File: config.mk
export PLATFORM = sky130hd
export DESIGN_NAME = if_fetch_ctrl
export DESIGN_NICKNAME = d
export VERILOG_FILES = /design/src/rtl/if_fetch_ctrl.sv
export SDC_FILE = /design/constraint.sdc
export NUM_CORES = 1
export LEC_CHECK = 0
export ABC_AREA = 1
export CAP_MARGIN = 20
export CORE_ASPECT_RATIO = 0.7
export CORE_MARGIN = 2
export CORE_UTILIZATION = 55
export DETAILED_ROUTE_END_ITERATION = 8
export GPL_ROUTABILITY_DRIVEN = 0
export MAX_ROUTING_LAYER = met4
export PLACE_DENSITY_LB_ADDON = 0.12
export SYNTH_ARGS = -nofsm -noshare
export SYNTH_HDL_FRONTEND = slang
export SYNTH_SLANG_ARGS = --single-unit
export TNS_END_PERCENT = 10
File: constraint.sdc
create_clock -name clk_i -period 5.3 [get_ports clk_i]
set_input_delay 1.59 -clock clk_i [delete_from_list [all_inputs] [get_ports clk_i]]
set_output_delay 1.59 -clock clk_i [all_outputs]
set_load 0.01 [all_outputs]
File: src/rtl/if_fetch_ctrl.sv
// ---------------------------------------------------------------------------
// if_fetch_ctrl
//   Instruction-fetch controller sitting right after the PC register. It
//   takes the current PC, runs a req/ack transaction to instruction memory
//   and loads the IF/ID pipeline register with {valid, PC+4, instruction}.
//   pc_enable_o tells the PC register when to advance (instruction accepted)
//   or load a branch/jump target (flush).
//
// Ports
//   clk_i, rst_i       clock, asynchronous active-low reset
//   start_i            CPU run enable (0 = idle)
//   pc_i               current PC
//   hd_i               hazard stall from ID, IF/ID must hold
//   flush_i            branch/jump taken, squash IF contents
//   imem_req_o         memory request, held until imem_ack_i
//   imem_addr_o        registered request address
//   imem_ack_i         one-cycle completion strobe
//   imem_data_i        instruction word, valid with ack
//   pc_enable_o        combinational PC load enable
//   ifid_valid_o       IF/ID holds a real instruction
//   ifid_pc4_o         PC+4 of the IF/ID instruction
//   ifid_instr_o       IF/ID instruction word
//   stall_cnt_o        stall cycle count (macro IF_STALL_CNT_EN, else 0)
//
// Optional feature macro: IF_STALL_CNT_EN
//
// State    | meaning
// ---------+----------------------------------------------------------------
// S_IDLE   | no request; waits for start_i, also the one-cycle redirect gap
// S_FETCH  | request outstanding at imem_addr_o
// S_HOLD   | instruction buffered while ID stalls; no request
// S_DRAIN  | request still owed an ack, data will be thrown away
// ---------------------------------------------------------------------------
module if_fetch_ctrl #(
    parameter logic [31:0] NOP_INSTR = 32'h0000_0000,
    parameter int          CNT_W     = 16
) (
    input  logic             clk_i,
    input  logic             rst_i,
    input  logic             start_i,
    input  logic [31:0]      pc_i,
    input  logic             hd_i,
    input  logic             flush_i,
    output logic             imem_req_o,
    output logic [31:0]      imem_addr_o,
    input  logic             imem_ack_i,
    input  logic [31:0]      imem_data_i,
    output logic             pc_enable_o,
    output logic             ifid_valid_o,
    output logic [31:0]      ifid_pc4_o,
    output logic [31:0]      ifid_instr_o,
    output logic [CNT_W-1:0] stall_cnt_o
);

    typedef enum logic [1:0] {S_IDLE, S_FETCH, S_HOLD, S_DRAIN} state_t;

    state_t      state_q, state_d;
    logic        req_q, req_d;
    logic [31:0] addr_q, addr_d;
    logic        ifid_valid_q, ifid_valid_d;
    logic [31:0] ifid_pc4_q, ifid_pc4_d;
    logic [31:0] ifid_instr_q, ifid_instr_d;
    logic        buf_valid_q, buf_valid_d;
    logic [31:0] buf_pc4_q, buf_pc4_d;
    logic [31:0] buf_instr_q, buf_instr_d;
    logic        pc_enable;

    always_comb begin
        state_d      = state_q;
        addr_d       = addr_q;
        ifid_valid_d = ifid_valid_q;
        ifid_pc4_d   = ifid_pc4_q;
        ifid_instr_d = ifid_instr_q;
        buf_valid_d  = buf_valid_q;
        buf_pc4_d    = buf_pc4_q;
        buf_instr_d  = buf_instr_q;
        pc_enable    = 1'b0;

        // A flush squashes whatever IF holds, in every state.
        if (flush_i) begin
            pc_enable    = 1'b1;
            ifid_valid_d = 1'b0;
            ifid_instr_d = NOP_INSTR;
            buf_valid_d  = 1'b0;
        end

        case (state_q)
            S_IDLE: begin
                // After a flush the target is only on pc_i next cycle,
                // so stay here one cycle and sample it then.
                if (!flush_i && start_i) begin
                    addr_d  = pc_i;
                    state_d = S_FETCH;
                end
            end
            S_FETCH: begin
                if (flush_i || !start_i) begin
                    ifid_valid_d = 1'b0;
                    // Outstanding request must still be acked before
                    // a new one may be issued.
                    state_d = imem_ack_i ? S_IDLE : S_DRAIN;
                end else if (imem_ack_i && !hd_i) begin
                    ifid_valid_d = 1'b1;
                    ifid_pc4_d   = addr_q + 32'd4;
                    ifid_instr_d = imem_data_i;
                    pc_enable    = 1'b1;
                    addr_d       = pc_i + 32'd4;
                end else if (imem_ack_i) begin
                    buf_valid_d = 1'b1;
                    buf_pc4_d   = addr_q + 32'd4;
                    buf_instr_d = imem_data_i;
                    state_d     = S_HOLD;
                end else if (!hd_i) begin
                    ifid_valid_d = 1'b0;
                    ifid_instr_d = NOP_INSTR;
                end
            end
            S_HOLD: begin
                if (flush_i) begin
                    state_d = S_IDLE;
                end else if (!start_i) begin
                    ifid_valid_d = 1'b0;
                    buf_valid_d  = 1'b0;
                    state_d      = S_IDLE;
                end else if (!hd_i) begin
                    ifid_valid_d = buf_valid_q;
                    ifid_pc4_d   = buf_pc4_q;
                    ifid_instr_d = buf_instr_q;
                    buf_valid_d  = 1'b0;
                    pc_enable    = 1'b1;
                    addr_d       = pc_i + 32'd4;
                    state_d      = S_FETCH;
                end
            end
            S_DRAIN: begin
                if (imem_ack_i) begin
                    // A flush landing on the ack moves the PC again, so
                    // take the redirect gap through IDLE instead.
                    if (start_i && !flush_i) begin
                        addr_d  = pc_i;
                        state_d = S_FETCH;
                    end else begin
                        state_d = S_IDLE;
                    end
                end
            end
            default: state_d = S_IDLE;
        endcase

        req_d = (state_d == S_FETCH) || (state_d == S_DRAIN);
    end

    always_ff @(posedge clk_i or negedge rst_i) begin
        if (!rst_i) begin
            state_q      <= S_IDLE;
            req_q        <= 1'b0;
            addr_q       <= 32'd0;
            ifid_valid_q <= 1'b0;
            ifid_pc4_q   <= 32'd0;
            ifid_instr_q <= NOP_INSTR;
            buf_valid_q  <= 1'b0;
            buf_pc4_q    <= 32'd0;
            buf_instr_q  <= NOP_INSTR;
        end else begin
            state_q      <= state_d;
            req_q        <= req_d;
            addr_q       <= addr_d;
            ifid_valid_q <= ifid_valid_d;
            ifid_pc4_q   <= ifid_pc4_d;
            ifid_instr_q <= ifid_instr_d;
            buf_valid_q  <= buf_valid_d;
            buf_pc4_q    <= buf_pc4_d;
            buf_instr_q  <= buf_instr_d;
        end
    end

    assign imem_req_o   = req_q;
    assign imem_addr_o  = addr_q;
    assign pc_enable_o  = pc_enable;
    assign ifid_valid_o = ifid_valid_q;
    assign ifid_pc4_o   = ifid_pc4_q;
    assign ifid_instr_o = ifid_instr_q;

`ifdef IF_STALL_CNT_EN
    logic [CNT_W-1:0] stall_cnt_q, stall_cnt_d;
    logic             stall_cycle;

    always_comb begin
        stall_cycle = ((state_q == S_FETCH) && !imem_ack_i) ||
                      (state_q == S_HOLD) || (state_q == S_DRAIN);
        stall_cnt_d = stall_cnt_q;
        if (stall_cycle && (stall_cnt_q != {CNT_W{1'b1}})) begin
            stall_cnt_d = stall_cnt_q + CNT_W'(1);
        end
    end

    always_ff @(posedge clk_i or negedge rst_i) begin
        if (!rst_i) begin
            stall_cnt_q <= '0;
        end else begin
            stall_cnt_q <= stall_cnt_d;
        end
    end

    assign stall_cnt_o = stall_cnt_q;
`else
    assign stall_cnt_o = '0;
`endif

endmodule

==> qor.yml <==
grt_max_degree: 89
cp_data_arrival_time_ns: 3.51
totalWireLength_um: 26000
synth_cell_types: 40
ys_seq_elements: 164
max-slew-margin-rel_pct: 41.1
cp_max_fo: 7
drt_iter0_markers: 976
top_level_ports: 185
vias: 9128
track_usage_pct: 29.9
ant_nets: 0
drc: 0
path_class: "input port to output port"
core-area_mm2: 0.0170
tns_ns: 0
hpwl_um: 18400
synth_top_cell_area_share_pct: 43.4
clock_path_buffers: 2
portBuffers: 168
tightest_slew_ns: 0.882
path_common_cell: "nand2_1"
leakage_nw: 5.54
avgSynthCellArea_um2: 7.32
slowest_stage: "clkdlybuf4s50_1"
min_path_cells: 2
final_nets: 1510
peakVddDrop_v: 0.000278
cp_cell_sequence: "clkdlybuf4s50_1, inv_2, nor2_4, nand2_1, inv_1, nand2_1, inv_1, nand2_1, o211ai_1, clkdlybuf4s50_1"
grt_pass1_vias: 8276
path_buf_inv: 5
fp.dieArea_mm2: 0.0183
r2r_slack_ns: 2.17
grt_pass1_wl_um: 42200
path_clk_slew_ns: 0.06
cp.required_ns: 3.71
setup_viol: 0
die_h_um: 114
yosys_warnings: 0
reg2reg_depth: 9
ys_top_cells_by_area: "dfrtp_1, nand2_1, o21ai_0, inv_1, nor2_1"
max_stage_delay_ns: 0.60
firstDrtPassIters: 9
avgRoutedWirePerCell_um: 15.5
clock-sinks: 164
ys_seq_area_share_pct: 43.4
status: "finished clean"
viasPerCell: 5.44
drive_above_1_share_pct: 5.94
synth_common_cells: "nand2_1, dfrtp_1, inv_1, o21ai_0, nor2_1"
fmax_ghz: 0.196
syn-cell-area_mm2: 0.00947
yosysMostFrequentCell: "nand2_1"
async_flop_share_pct: 100
fp-row-count: 40
synthCells: 1294
layout_min_cycle_time_ns: 5.10
cts_inserted_buffers: 17
syn2layout_area_growth_pct: 24.4
die_x_um: 161
hold_slack_ns: 0.473
diodes: 0
postCtsSetupBuffers: 0
r2r_end: "imem_addr_o[22]"
post-route-period-util_pct: 96.3
synth-main-ff-cell: "dfrtp_1"
cts_resized: 0
hold_viol_final: 0
finalMaxSlewViolations: 0
r2r_start: "state_q[0]"
cts_tree: "built"
fin_skew_ns: 0.0135
hold_path_class: "flop to flop"
critPathTopFamily: "buffers and inverters"
final_util_pct: 69.2
clk_latency_ns: 0.43
max_cap_violations: 0
worstHoldStart: "buf_pc4_q[9]"
cellPowerDensity_mw_per_mm2: 534
critPathCaptureType: "output port"
fillerInstances: 1443
overflow: 0
start_util_pct: 55.6
cts_hold_buf: 0
cts_root_buffer: "clkbuf_16"
htree_levels: 4
synth_edf_count: 0
cp-start-kind: "input port"
synth_top_area_cell: "dfrtp_1"
antenna_found_initial: 0
worstHoldEndpoint: "buf_pc4_q[9]"
rsz0062_at_grt: "false"
==> how the worst max path moves through the flow <==
stage / start / to / cells past startpoint
floorplan: flush_i / pc_enable_o / 8
global placement: start_i / pc_enable_o / 10
detailed placement: start_i / pc_enable_o / 10
CTS: start_i / pc_enable_o / 10
global route: start_i / pc_enable_o / 10
finish: start_i / pc_enable_o / 10
==> power breakdown <==
group          total (mW)  internal (mW)  switching (mW)
clock                1.23          0.671           0.560
sequential           2.28           1.82           0.464
combinational        2.77           1.16            1.61
total                6.29           3.65            2.63
==> logic make-up after synthesis <==
| family | after synthesis | share of synthesized area, % |
|---|---|---|
| compound gates | 292 | 17.3 |
| xor+xnor | 23 | 2.13 |
| fa+ha+maj | 6 | 0.793 |
| buf+inv | 229 | 10.4 |
| flops | 164 | 43.4 |
| other cells | 1 | 0.0396 |
| simple gates | 579 | 26.0 |
==> worst reg2reg max path: stages, from the launching register on <==
cell,delay [ns]
dfrtp_1,0.43
inv_1,0.11
ha_2,0.34
buf_4,0.51
o22ai_1,0.19
nor2_1,0.14
nand2_2,0.35
inv_2,0.60
nand3_1,0.23
o21ai_1,0.13
==> per-layer routing <==
metal	wire length, um	global-route usage (%)	vias up
met3	2290	6.29	21
li1	-	-	4488
met2	10600	40.9	415
met1	12900	46.0	4204
met5	0	-	-
met4	176	5.77	0
==> metrics by stage <==
stage	area, um^2	power (mW)	cells	setup WS (ns)
floorplan	9520	3.83	1309	1.30
finish	11800	6.29	1678	0.196
detailed placement	11200	5.02	1646	0.231
global placement	11200	4.96	1646	0.266
global route	11800	6.72	1678	0.0893
CTS	11800	6.27	1678	0.213
==> registers in the layout, summed over array words and instances (netlist names) <==
signal / flops
imem_addr_o: 32
ifid_instr_o: 32
buf_instr_q: 32
state_q: 2
ifid_valid_o: 1
buf_valid_q: 1
buf_pc4_q: 32
ifid_pc4_o: 32
==> cells in the final DEF, fill, tap and decap left out, types with 4 or more instances in the layout <==
cell	Yosys	routed
nand2_2	6	6
xor2_1	14	14
xnor2_1	9	9
o21ai_0	133	133
dfrtp_1	164	164
a31oi_1	42	42
inv_2	11	11
conb_1	1	16
inv_1	142	142
o211ai_1	31	31
nor2_2	7	7
o21ai_1	26	26
ha_1	6	5
clkbuf_16	0	17
nand2_1	330	330
a21oi_1	48	48
nor2_1	126	126
clkdlybuf4s50_1	0	167
buf_4	21	14
inv_8	0	4
inv_6	0	5
nor3_1	16	16
nand4_1	16	16
nand3_1	63	63
==> cell type report <==
class | instances | area (um^2) | area share, %
Inverter | 153 | 574 | 4.88
Clock inverter | 15 | 163 | 1.38
Sequential cell | 164 | 4100 | 34.8
Tap cell | 231 | 289 | 2.45
Timing Repair Buffer | 182 | 1790 | 15.2
Clock buffer | 17 | 425 | 3.61
Multi-Input combinational cell | 916 | 4440 | 37.7
No activity file was read; power rests on OpenSTA's default activity.
